### config.mk
export PLATFORM = sky130hd
export DESIGN_NAME = block_fade
export DESIGN_NICKNAME = d
export VERILOG_FILES = /design/src/rtl/block_fade.sv
export SDC_FILE = /design/constraint.sdc
export NUM_CORES = 1
export LEC_CHECK = 0
export CORE_UTILIZATION = 55
export DETAILED_ROUTE_END_ITERATION = 8
export HOLD_SLACK_MARGIN = 0.1
export PLACE_DENSITY = 0.82
export REMOVE_ABC_BUFFERS = 1
export SYNTH_ARGS = -nofsm -noshare
export SYNTH_HDL_FRONTEND = slang
export SYNTH_SLANG_ARGS = --single-unit
export TNS_END_PERCENT = 100
### constraint.sdc
create_clock -name clk -period 5.3 [get_ports clk]
set_clock_uncertainty 0.05 [all_clocks]
set_input_delay 0.53 -clock clk [delete_from_list [all_inputs] [get_ports clk]]
set_output_delay 0.53 -clock clk [all_outputs]
set_load 0.05 [all_outputs]
### src/rtl/block_fade.sv
// Per-channel duty-cycle fade engine: register writes set per-channel targets and a
// global slew rate; live duty bytes ramp toward their targets once per prescaler tick.
module block_fade #(
    parameter int unsigned CHANNELS = 7,
    parameter int unsigned TICK_DIV = 4096
) (
    input  logic                  clk,
    input  logic                  rst_n,
    input  logic [7:0]            wr_data,
    input  logic [7:0]            wr_address,
    input  logic                  wr_valid,
    output logic [8*CHANNELS-1:0] duty_out,
    output logic                  busy
);

    localparam int unsigned CNT_W      = $clog2(TICK_DIV);
    localparam logic [7:0]  ADDR_RATE  = 8'h80;
    localparam logic [7:0]  ADDR_CLEAR = 8'hFF;

    logic [CNT_W-1:0] presc_cnt;
    logic             tick_c;
    logic [7:0]       rate;
    logic [7:0]       rate_nxt;
    logic [7:0]       target     [CHANNELS];
    logic [7:0]       duty       [CHANNELS];
    logic [7:0]       target_nxt [CHANNELS];
    logic [7:0]       duty_nxt   [CHANNELS];
    logic             clear_c;

    // One slew step toward tgt; 9-bit arithmetic so the result clamps instead of wrapping.
    function automatic logic [7:0] fade_step(input logic [7:0] cur,
                                             input logic [7:0] tgt,
                                             input logic [7:0] stp);
        logic [8:0] up;
        logic [8:0] dn;
        up = {1'b0, cur} + {1'b0, stp};
        dn = {1'b0, cur} - {1'b0, stp};
        fade_step = cur;
        if (cur < tgt) begin
            fade_step = (up > {1'b0, tgt}) ? tgt : up[7:0];
        end else if (cur > tgt) begin
            fade_step = (dn[8] || (dn[7:0] < tgt)) ? tgt : dn[7:0];
        end
    endfunction

    assign tick_c  = (presc_cnt == CNT_W'(TICK_DIV - 1));
    assign clear_c = wr_valid && (wr_address == ADDR_CLEAR);

    // Free-running prescaler; writes never disturb its phase.
    always_ff @(posedge clk or negedge rst_n) begin
        if (!rst_n) begin
            presc_cnt <= '0;
        end else if (tick_c) begin
            presc_cnt <= '0;
        end else begin
            presc_cnt <= presc_cnt + CNT_W'(1);
        end
    end

    // Next-state: slew (or snap in immediate mode), then register writes, then clear.
    always_comb begin
        rate_nxt = rate;
        if (wr_valid && (wr_address == ADDR_RATE)) begin
            rate_nxt = wr_data;
        end
        for (int unsigned k = 0; k < CHANNELS; k++) begin
            target_nxt[k] = target[k];
            duty_nxt[k]   = duty[k];
            if (rate == 8'd0) begin
                duty_nxt[k] = target[k];
            end else if (tick_c) begin
                duty_nxt[k] = fade_step(duty[k], target[k], rate);
            end
            if (wr_valid && (wr_address == 8'(k + 1))) begin
                target_nxt[k] = wr_data;
                if (rate == 8'd0) begin
                    duty_nxt[k] = wr_data;
                end
            end
            if (clear_c) begin
                target_nxt[k] = 8'd0;
                duty_nxt[k]   = 8'd0;
            end
        end
    end

    always_ff @(posedge clk or negedge rst_n) begin
        if (!rst_n) begin
            rate <= 8'd1;
            for (int unsigned k = 0; k < CHANNELS; k++) begin
                target[k] <= 8'd0;
                duty[k]   <= 8'd0;
            end
        end else begin
            rate <= rate_nxt;
            for (int unsigned k = 0; k < CHANNELS; k++) begin
                target[k] <= target_nxt[k];
                duty[k]   <= duty_nxt[k];
            end
        end
    end

    // Busy reflects the registers directly so it drops on the cycle a channel settles.
    always_comb begin
        busy = 1'b0;
        for (int unsigned k = 0; k < CHANNELS; k++) begin
            busy = busy | (duty[k] != target[k]);
        end
    end

    for (genvar g = 0; g < int'(CHANNELS); g++) begin : g_pack
        assign duty_out[8*g +: 8] = duty[g];
    end

endmodule

# After elaboration in Yosys (flattened, before gate mapping)
# Cells that the tools add are included.
dict set report totals {
  word_cells 184
  output_inout_bits 57
  register_bits 132
  inputBits 19
}
dict set report classes {
  order_cmp 28
  mux 78
  eq_ne 17
  n_addsub 15
  n_reduce_logical 24
  n_bitwise 6
}
# op count
set op_table {}
lappend op_table {{$mux 8} 77}
lappend op_table {{$lt 8x8->1} 14}
lappend op_table {{$add 8x8->9} 7}
lappend op_table {{$gt 9x8->1} 7}
lappend op_table {{$sub 8x8->9} 7}
lappend op_table {{$gt 8x8->1} 7}
lappend op_table {{$ne 8x8->1} 7}
lappend op_table {{$eq 8x3->1 const B} 4}
lappend op_table {{$eq 8x2->1 const B} 2}
lappend op_table {{$eq 8x8->1 const B} 2}
lappend op_table {{$reduce_bool 2->1} 7}
lappend op_table {{$add 12x1->12 const B} 1}
lappend op_table {{$eq 12x12->1 const B} 1}
lappend op_table {{$mux 12} 1}
lappend op_table {{$logic_and 1x1->1} 9}
lappend op_table {{$eq 8x1->1 const B} 1}
lappend op_table {{$logic_not 8->1} 1}
lappend op_table {{$logic_or 1x1->1} 7}
lappend op_table {{$or 1x1->1} 6}

# Longest topological paths before layout
# Gate-level depths: netlist of run 1.
dict set report logic_depth {
  depth_word 11
  depth_mapped 18
  depth_no_buf 16
}

# Least setup slack after synthesis of run 1
# Ideal clock, no wire load.
dict set report synth_path {
  kind {register to register}
  startpoint {reg rate[1]}
  endpoint {reg duty (netlist bit duty_out[45])}
  n_path_buf 1
  arrival_time_ns 4.390
  slack_ns 0.756
  path_stages_with_launch 18
  cell_sequence {dfrtp_1 inv_1 ha_1 nor2b_1 o31a_1 o31a_1 o21a_1 or3_1 and2_1 ha_1 and3_1 a221oi_1 o21ai_0 o311a_1 buf_2 mux2i_1 a21o_1 a221oi_1}
}
# element line
set synth_lines {}
lappend synth_lines {{from (decl)} 22} ;# logic [7:0] rate;
lappend synth_lines {{from (signal assigned)} 95} ;# rate <= rate_nxt;
lappend synth_lines {{to (signal, indexed assignment)} 98} ;# duty[k] <= duty_nxt[k];
lappend synth_lines {{to (decl)} 25} ;# logic [7:0] duty [CHANNELS];

==> results.py, run 1 <==
metrics = {
    "cells_and_area": {
        "fillers": 2443,
        "fin_util_pct": 62.6,
        "area_growth_pct": 11.3,
        "fin_cells": 2352,
        "nets": 2261,
        "drive_gt1_share_pct": 7.83,
    },
    "sta": {
        "maxSlewHeadroom_pct": 23.6,
        "rsz0062_at_grt": "no",
        "slew_viol_final": 0,
        "timing.fmax_mhz": 214,
        "setup_violations": 0,
        "hold_violations": 0,
        "period_share_pct": 88.1,
        "fin_crit_ns": 4.67,
        "layout_setup_ws_ns": 0.628,
        "worstMarginPinSlew_ns": 1.14,
        "hold-worst-slack_ns": 0.124,
    },
    "global_routing": {
        "grt_start_max_net_pins": 83,
        "grt_pass1_wl_um": 85000,
        "antenna_found_initial": 0,
        "overflow": 0,
        "track_usage_pct": 35.7,
        "grt_pass1_vias": 15400,
    },
    "route": {
        "wl_per_cell_um": 23.1,
        "viasPerCell": 6.71,
        "dr_total_vias": 15800,
        "dr.pass1.iters": 6,
        "postRouteAntennaNets": 0,
        "wirelength_um": 54300,
        "drt_iter0_drc": 1525,
        "drc": 0,
    },
    "critical_path": {
        "worst-endpoint-arrival_ns": 4.91,
        "cp.required_ns": 5.54,
        "path_max_fanout": 14,
        "start_kind": "flip-flop",
        "critPathCaptureType": "flip-flop",
        "worstSetupPathType": "reg2reg",
    },
    "cts": {
        "h-tree-depth": 4,
        "postCtsSetupBuffers": 0,
        "worst_skew_pair.late_latency_ns": 0.43,
        "cts_resized": 0,
        "cts_buffer_depth": 2,
        "cts_buffers": 17,
        "cts_num_sinks": 132,
        "cts-root-buf": "clkbuf_16",
        "cts_tree": "yes",
        "holdBufCountCts": 0,
        "cts.clk_slew.worst_paths_ns": 0.07,
    },
    "placed_design": {
        "place.gp.congestion": 0.982,
        "pre_cts_ws_ns": 0.768,
        "port_buffers": 75,
        "hpwl_um": 39000,
        "dpl.cell_count": 2319,
    },
    "floorplanning": {
        "dieArea_um2": 30300,
        "initial_core_util_pct": 56.3,
        "num_rows": 62,
        "pin_count": 76,
        "core_um2": 28900,
        "die_h_um": 174,
        "fp.dieW_um": 174,
    },
    "yosys": {
        "ys_seq_elements": 132,
        "yosysWarningCount": 0,
        "syn_inst": 1894,
        "postSynth.asyncResetShare_pct": 100,
        "ys_seq_area_share_pct": 20.3,
        "ys_types": 100,
        "netlist_area_um2": 16300,
        "synth-edff-count": 0,
        "synthFlopType": "dfrtp_1",
        "avgSynthCellArea_um2": 8.60,
    },
    "power": {
        "total_power_mw": 10.1,
        "ir_drop_mv": 0.365,
        "total_leakage_power_nw": 8.31,
        "powerDensity_nw_per_um2": 555,
    },
    "status": {
        "outcome": "completed",
    },
    "run": {
        "drv_cap": 0,
    },
    "worst_hold_path": {
        "min_path_type": "in2async",
    },
}
==> report_power, final <==
group / switching [mW] / leakage (nW) / internal (mW)
clock: 0.504 / 0.311 / 0.840
combinational: 4.33 / 6.24 / 2.85
sequential: 0.370 / 1.76 / 1.16
total: 5.21 / 8.31 / 4.85
==> sequential cells by signal, indices dropped and copies added (netlist names) <==
name and cells:
target 56, duty_out 56, rate 8, presc_cnt 12
==> final timing paths <==
check	start	end	slack (ns)	cells after the start
worst max-delay path	rate[3]	duty_out[31]	0.63	14
worst min-delay path	rst_n	target[22]	0.12	1
worst max register to register	rate[3]	duty_out[31]	0.63	14
worst min register to register	presc_cnt[10]	presc_cnt[10]	0.44	1
max in group asynchronous	rst_n	target[2]	3.83	2
min in group clk	presc_cnt[10]	presc_cnt[10]	0.44	1
==> cell usage after synthesis (9+ instances only) <==
library cell | number | area [µm²]
a211oi_1 | 32 | 240
a21o_1 | 29 | 218
a21oi_1 | 141 | 706
a221oi_1 | 23 | 201
a31oi_1 | 26 | 163
and2_1 | 25 | 156
and3_1 | 19 | 119
buf_2 | 26 | 130
clkbuf_1 | 31 | 116
dfrtp_1 | 131 | 3280
fa_1 | 14 | 280
ha_1 | 274 | 3430
inv_1 | 135 | 507
mux2_2 | 30 | 338
mux2i_1 | 79 | 791
nand2_1 | 85 | 319
nand2b_1 | 29 | 181
nand3_1 | 29 | 145
nand4_1 | 24 | 150
nor2_1 | 176 | 661
nor2b_1 | 29 | 181
nor3_1 | 27 | 135
o211ai_1 | 26 | 195
o21a_1 | 26 | 195
o21ai_0 | 98 | 490
o21bai_1 | 15 | 113
o221ai_1 | 13 | 114
o22ai_1 | 10 | 62.6
o311ai_0 | 15 | 131
o31a_1 | 9 | 78.8
o31ai_1 | 15 | 113
or2_2 | 14 | 87.6
xnor2_1 | 46 | 403
xor2_1 | 30 | 263
==> metal layers <==
| metal | GRT usage, % | share of wire (%) |
|---|---|---|
| met4 | 18.1 | 5.2 |
| met1 | 46.6 | 41 |
| met2 | 56.6 | 44 |
| met5 | 0 | 0 |
| met3 | 6.45 | 9.3 |
==> cell usage in the layout (no fill, tap or decap), drive strengths merged, types with 8 or more instances in the layout <==
master / netlist / final
nor3: 27 / 27
xnor2: 46 / 46
a211oi: 33 / 33
nand3: 31 / 31
nand4: 24 / 24
a211o: 8 / 8
clkdlybuf4s50: 0 / 74
mux2: 34 / 34
a221oi: 28 / 28
o31a: 9 / 9
nor2b: 29 / 29
ha: 274 / 274
a21oi: 141 / 141
o22ai: 11 / 11
buf: 33 / 32
nand2b: 29 / 29
nand2: 90 / 90
o31ai: 17 / 17
fa: 14 / 14
xor2: 30 / 30
a2111oi: 12 / 12
o21a: 27 / 27
o311ai: 17 / 17
clkbuf: 32 / 21
o211ai: 26 / 26
inv: 135 / 135
and3: 19 / 19
o21bai: 15 / 15
a31oi: 26 / 26
and2: 26 / 26
o21ai: 100 / 100
o2111a: 8 / 8
nor2: 177 / 177
or2: 17 / 17
o221ai: 14 / 14
a21o: 30 / 30
dfrtp: 131 / 131
a21boi: 8 / 8
mux2i: 79 / 79
==> area by class of cell <==
class,instances,area (µm²),share of cell area (%)
repair buffers,106,997,5.50
clock inverters,11,174,0.960
inverters,135,507,2.80
clock buffers,21,480,2.65
well taps,384,480,2.65
flip-flops and latches,132,3300,18.2
multi-input cells,1562,12200,67.2
diodes,1,2.50,0.0138
==> cell families after synthesis <==
kind of cell	synth area share, %
buf+inv	5.02
compound gates	24.9
fa+ha+maj	22.8
simple gates	15.7
xor+xnor	4.09
flops	20.3
mux	7.28
==> per-stage QoR <==
step	cell area (µm²)	TNS (ns)
final	18100	0
after floorplan	16000	-11.59
after CTS	18100	0
after global routing	18100	0
after detailed placement	17500	0
after global placement	17500	0
==> worst max-delay path: stages, from the launching register on <==
cell       delay [ns]
dfrtp_1          0.60
inv_1            0.34
ha_1             0.60
nor3_1           0.16
a2111oi_4        0.47
xnor2_1          0.17
ha_1             0.26
a21o_1           0.18
a211oi_1         0.34
o211ai_1         0.23
a22oi_1          0.23
buf_4            0.22
nor2_1           0.05
a2111oi_0        0.50
nor3_1           0.13
Power figures use the tool's default switching activity.
==> inputs of run 2 (changes only) <==
- CORE_ASPECT_RATIO: not set -> 1.75
- TNS_END_PERCENT: 100 -> 30
==> run 2 against run 1 <==
Net effect:
- the flow now finishes with violations (DRC)
- routed wire length up 4.0%
- critical path depth is the same
- via count up 1.4%
- register-to-register slack worse by 0.15 ns
- clock power grew 4%
- total power grew 1.3%
- final cell count barely moved
- worst hold slack lost 0.031 ns
- maximum frequency decreased by 3.1%
- largest cell class unchanged
==> results.py, run 2 (synthesis results as in run 1) <==
metrics = {
    "status": {
        "outcome": "finished with violations",
        "violations": "DRC",
    },
    "cells_and_area": {
        "drive_gt1_share_pct": 7.88,
        "fin_util_pct": 62.1,
        "fin_cells": 2351,
        "area_growth_pct": 11.3,
        "final_common_cell": "ha_1",
        "design_area_um2": 18100,
        "nets": 2262,
        "final_cell_mix": "ha_1, nor2_1, a21oi_1, inv_1, dfrtp_1",
    },
    "route": {
        "drc": 2,
        "viasPerCell": 6.81,
        "wl_per_cell_um": 24.0,
        "dr_total_vias": 16000,
        "postRouteAntennaNets": 0,
        "drt_iter0_drc": 1149,
        "dr.pass1.iters": 8,
        "wirelength_um": 56500,
    },
    "cts": {
        "cts_buffer_depth": 2,
        "holdBufCountCts": 0,
        "cts_resized": 0,
        "cts_buffers": 17,
        "worst_skew_pair.late_latency_ns": 0.46,
        "cts-root-buf": "clkbuf_16",
        "cts_num_sinks": 132,
        "cts_tree": "yes",
        "h-tree-depth": 4,
        "cts.clk_slew.worst_paths_ns": 0.06,
        "postCtsSetupBuffers": 0,
    },
    "power": {
        "ir_drop_mv": 0.317,
        "powerDensity_nw_per_um2": 562,
        "total_leakage_power_nw": 8.33,
        "total_power_mw": 10.2,
    },
    "sta": {
        "fin_crit_ns": 4.82,
        "hold-worst-slack_ns": 0.0931,
        "setup_tns_ns": 0,
        "worstMarginPinSlew_ns": 1.23,
        "timing.fmax_mhz": 207,
        "maxSlewHeadroom_pct": 17.5,
        "period_share_pct": 91.0,
        "layout_setup_ws_ns": 0.479,
        "slew_viol_final": 0,
        "rsz0062_at_grt": "no",
        "setup_violations": 0,
        "hold_violations": 0,
    },
    "floorplanning": {
        "die_h_um": 230,
        "pin_count": 76,
        "num_rows": 83,
        "core_um2": 29200,
        "dieArea_um2": 30300,
        "fp.dieW_um": 132,
        "initial_core_util_pct": 55.8,
    },
    "global_routing": {
        "overflow": 0,
        "grt_start_max_net_pins": 92,
        "grt_pass1_vias": 16200,
        "antenna_found_initial": 1,
        "grt_pass1_wl_um": 88100,
        "track_usage_pct": 37.9,
    },
    "placed_design": {
        "placed_cell_area_um2": 17500,
        "dpl.cell_count": 2318,
        "port_buffers": 75,
        "pre_cts_ws_ns": 0.604,
        "place.gp.congestion": 1.02,
        "hpwl_um": 42000,
    },
    "critical_path": {
        "cp.required_ns": 5.57,
        "start_kind": "flip-flop",
        "worst-endpoint-arrival_ns": 5.09,
        "worstSetupPathType": "reg2reg",
        "path_max_fanout": 14,
        "critPathCaptureType": "flip-flop",
    },
    "worst_hold_path": {
        "min_path_type": "in2async",
    },
    "run": {
        "drv_cap": 0,
    },
}
## run 2: changes by cell type in the layout (fill, tap and decap cells not counted), sizes merged
cell	change
bufinv	+1
clkbuf	-1
buf	+1
clkinvlp	-1
clkinv	+1
## run 2: cell type report
type	instances	area (µm²)
well taps	382	478
clock inverters	12	201
inverters	135	507
fillers	2455	11100
clock buffers	20	467
diodes	1	2.50
multi-input cells	1562	12200
repair buffers	107	992
flip-flops and latches	132	3300
## run 2: final timing paths
path | start | end | slack [ns] | cells after the start
min in group clk | presc_cnt[8] | presc_cnt[8] | 0.43 | 1
max reg2reg | rate[3] | duty_out[29] | 0.48 | 14
min reg2reg | presc_cnt[8] | presc_cnt[8] | 0.43 | 1
min | rst_n | duty_out[8] | 0.09 | 1
max in group asynchronous | rst_n | target[23] | 3.88 | 2
max | rate[3] | duty_out[29] | 0.48 | 14
## run 2: power breakdown
| group | internal [mW] | switching, mW |
|---|---|---|
| Clock | 0.872 | 0.514 |
| Combinational | 2.86 | 4.40 |
| Sequential | 1.16 | 0.384 |
| Total | 4.89 | 5.30 |
## run 2: critical path: stages, from the launching register on
cell,delay (ns)
dfrtp_1,0.64
inv_1,0.36
ha_1,0.61
nor3_1,0.15
a2111oi_4,0.57
xnor2_1,0.23
ha_1,0.29
a21o_1,0.18
a211oi_1,0.37
o211ai_1,0.23
a22oi_1,0.21
buf_4,0.23
nor2_1,0.05
a2111oi_0,0.41
a211oi_1,0.08
## run 2: metal layers
layer  wire [µm]  share of wire (%)  vias to the layer above  track usage, %
met5           0                  0                        -               0
met4        5290                9.4                        0            33.8
met3        3990                7.1                      340            6.53
met2       27300                 48                      884            64.2
met1       20000                 35                     7618            40.4
li1            -                  -                     7161               -
==> inputs of run 3 (changes only) <==
- ABC_CLOCK_PERIOD_IN_PS: not set -> 5300
- CORE_ASPECT_RATIO: 1.75 -> 1.4
==> run 3 against run 2 <==
Net effect:
- the run now ends clean
- largest cell class unchanged
- final area fell by 0.61%
- first-iteration DRC count fell by 5.1%
- sequential cell count did not move
- register-to-register slack got worse by 0.06 ns
- critical path type unchanged
- clock power fell by 13%
- worst hold slack got worse by 0.0056 ns
==> results.py, run 3 (synthesis results as in run 1) <==
metrics = {
    "status": {
        "outcome": "completed",
    },
    "placed_design": {
        "hpwl_um": 40100,
        "place.gp.congestion": 0.982,
        "port_buffers": 75,
    },
    "cells_and_area": {
        "final_common_cell": "ha_1",
        "nets": 2258,
        "final_cell_mix": "ha_1, nor2_1, a21oi_1, inv_1, dfrtp_1",
        "fin_util_pct": 61.8,
        "drive_gt1_share_pct": 7.34,
        "area_growth_pct": 10.6,
    },
    "route": {
        "postRouteAntennaNets": 0,
        "dr.pass1.iters": 5,
        "drc": 0,
        "wirelength_um": 54500,
        "viasPerCell": 6.68,
        "dr_total_vias": 15700,
        "wl_per_cell_um": 23.2,
        "drt_iter0_drc": 1090,
    },
    "cts": {
        "cts_buffers": 17,
        "cts_num_sinks": 132,
        "cts_buffer_depth": 2,
        "worst_skew_pair.late_latency_ns": 0.45,
        "holdBufCountCts": 0,
        "cts.clk_slew.worst_paths_ns": 0.06,
        "h-tree-depth": 4,
        "postCtsSetupBuffers": 0,
        "cts_tree": "yes",
        "cts-root-buf": "clkbuf_16",
        "cts_resized": 0,
    },
    "sta": {
        "rsz0062_at_grt": "no",
        "setup_violations": 0,
        "maxSlewHeadroom_pct": 28.2,
        "hold_violations": 0,
        "setup_tns_ns": 0,
        "slew_viol_final": 0,
        "fin_crit_ns": 4.88,
        "worstMarginPinSlew_ns": 1.07,
        "hold-worst-slack_ns": 0.0875,
        "timing.fmax_mhz": 205,
        "period_share_pct": 92.1,
    },
    "worst_hold_path": {
        "min_path_type": "in2async",
    },
    "critical_path": {
        "reg2reg_to": "duty_out[31]",
        "cpPeakStageDelay_ns": 0.64,
        "worst-endpoint-arrival_ns": 5.15,
        "path_cells": "inv_1 -> ha_1 -> nor3_1 -> a2111oi_4 -> xnor2_1 -> ha_1 -> a21o_1 -> a211oi_1 -> o211ai_1 -> a22oi_1 -> nor2_1 -> a2111oi_0 -> nor3_1",
        "worstSetupPathType": "reg2reg",
        "r2r-start": "rate[5]",
        "worst-r2r-setup-slack_ns": 0.42,
        "slowest_stage": "dfrtp_1",
        "critPathCaptureType": "flip-flop",
        "cp.required_ns": 5.57,
        "path_max_fanout": 10,
        "r2r_cells": 13,
        "start_kind": "flip-flop",
    },
    "global_routing": {
        "antenna_found_initial": 2,
        "grt_start_max_net_pins": 76,
        "track_usage_pct": 36.6,
        "grt_pass1_vias": 15800,
        "overflow": 0,
        "grt_pass1_wl_um": 85000,
    },
    "power": {
        "powerDensity_nw_per_um2": 550,
        "total_leakage_power_nw": 8.27,
        "ir_drop_mv": 0.430,
    },
    "floorplanning": {
        "initial_core_util_pct": 55.8,
        "die_h_um": 206,
        "num_rows": 74,
        "pin_count": 76,
        "dieArea_um2": 30300,
        "core_um2": 29200,
        "fp.dieW_um": 147,
    },
    "run": {
        "drv_cap": 0,
    },
}
==> run 3: cell count changes in the layout (fill, tap and decap cells not counted) <==
cell	delta
clkinvlp_4	-2
diode_2	+2
buf_4	-5
bufinv_16	-3
clkbuf_1	+6
clkbuf_8	+1
clkinv_4	-3
buf_12	+1
==> run 3: routing by layer <==
metal  vias to the layer above  global-route usage, %  routed length, µm
met3                       244                   6.52               3830
met2                       767                   61.8              26500
li1                       7153                      -                  -
met1                      7497                   40.8              20200
met4                         0                   28.6               3990
met5                         -                      0                  0
==> run 3: layout make-up <==
class	count	area [µm²]
fill	2582	11100
sequential	132	3300
inverter	135	507
antenna	3	7.51
multi-input combinational	1562	12200
timing repair buffer	103	975
tap	380	475
clock inverter	4	70.1
clock buffer	27	503
==> run 3: worst max-delay path: cells and delay by family (launching register included) <==
kind | cells | cell delay, ns
compound gates | 6 | 2.25
fa+ha+maj | 2 | 0.89
flops | 1 | 0.64
buf+inv | 1 | 0.39
simple gates | 3 | 0.33
xor+xnor | 1 | 0.18
==> run 3: worst max-delay path by stage <==
stage,startpoint,endpoint,slack [ns]
2_1_floorplan,wr_address[4],duty_out[2],-0.87
3_3_place_gp,rate[5],duty_out[29],0.64
3_5_place_dp,rate[3],duty_out[3],0.66
4_1_cts,rate[5],duty_out[31],0.58
5_1_grt,rate[5],duty_out[31],0.17
6_report,rate[5],duty_out[31],0.42
==> run 3: power by group <==
group / switching, mW / internal [mW] / leakage, nW
combinational: 4.31 / 2.85 / 6.23
clock: 0.474 / 0.739 / 0.281
sequential: 0.381 / 1.16 / 1.76
==> run 3: through the flow <==
step | cells | setup slack (ns) | instance area [µm²] | total power, mW
after floorplan | 1829 | -0.872 | 16000 | 6.57
after global placement | 2312 | 0.643 | 17400 | 8.37
after detailed placement | 2312 | 0.659 | 17400 | 8.52
after CTS | 2343 | 0.578 | 18000 | 9.78
after global routing | 2343 | 0.174 | 18000 | 10.6
final | 2346 | 0.417 | 18000 | 9.92
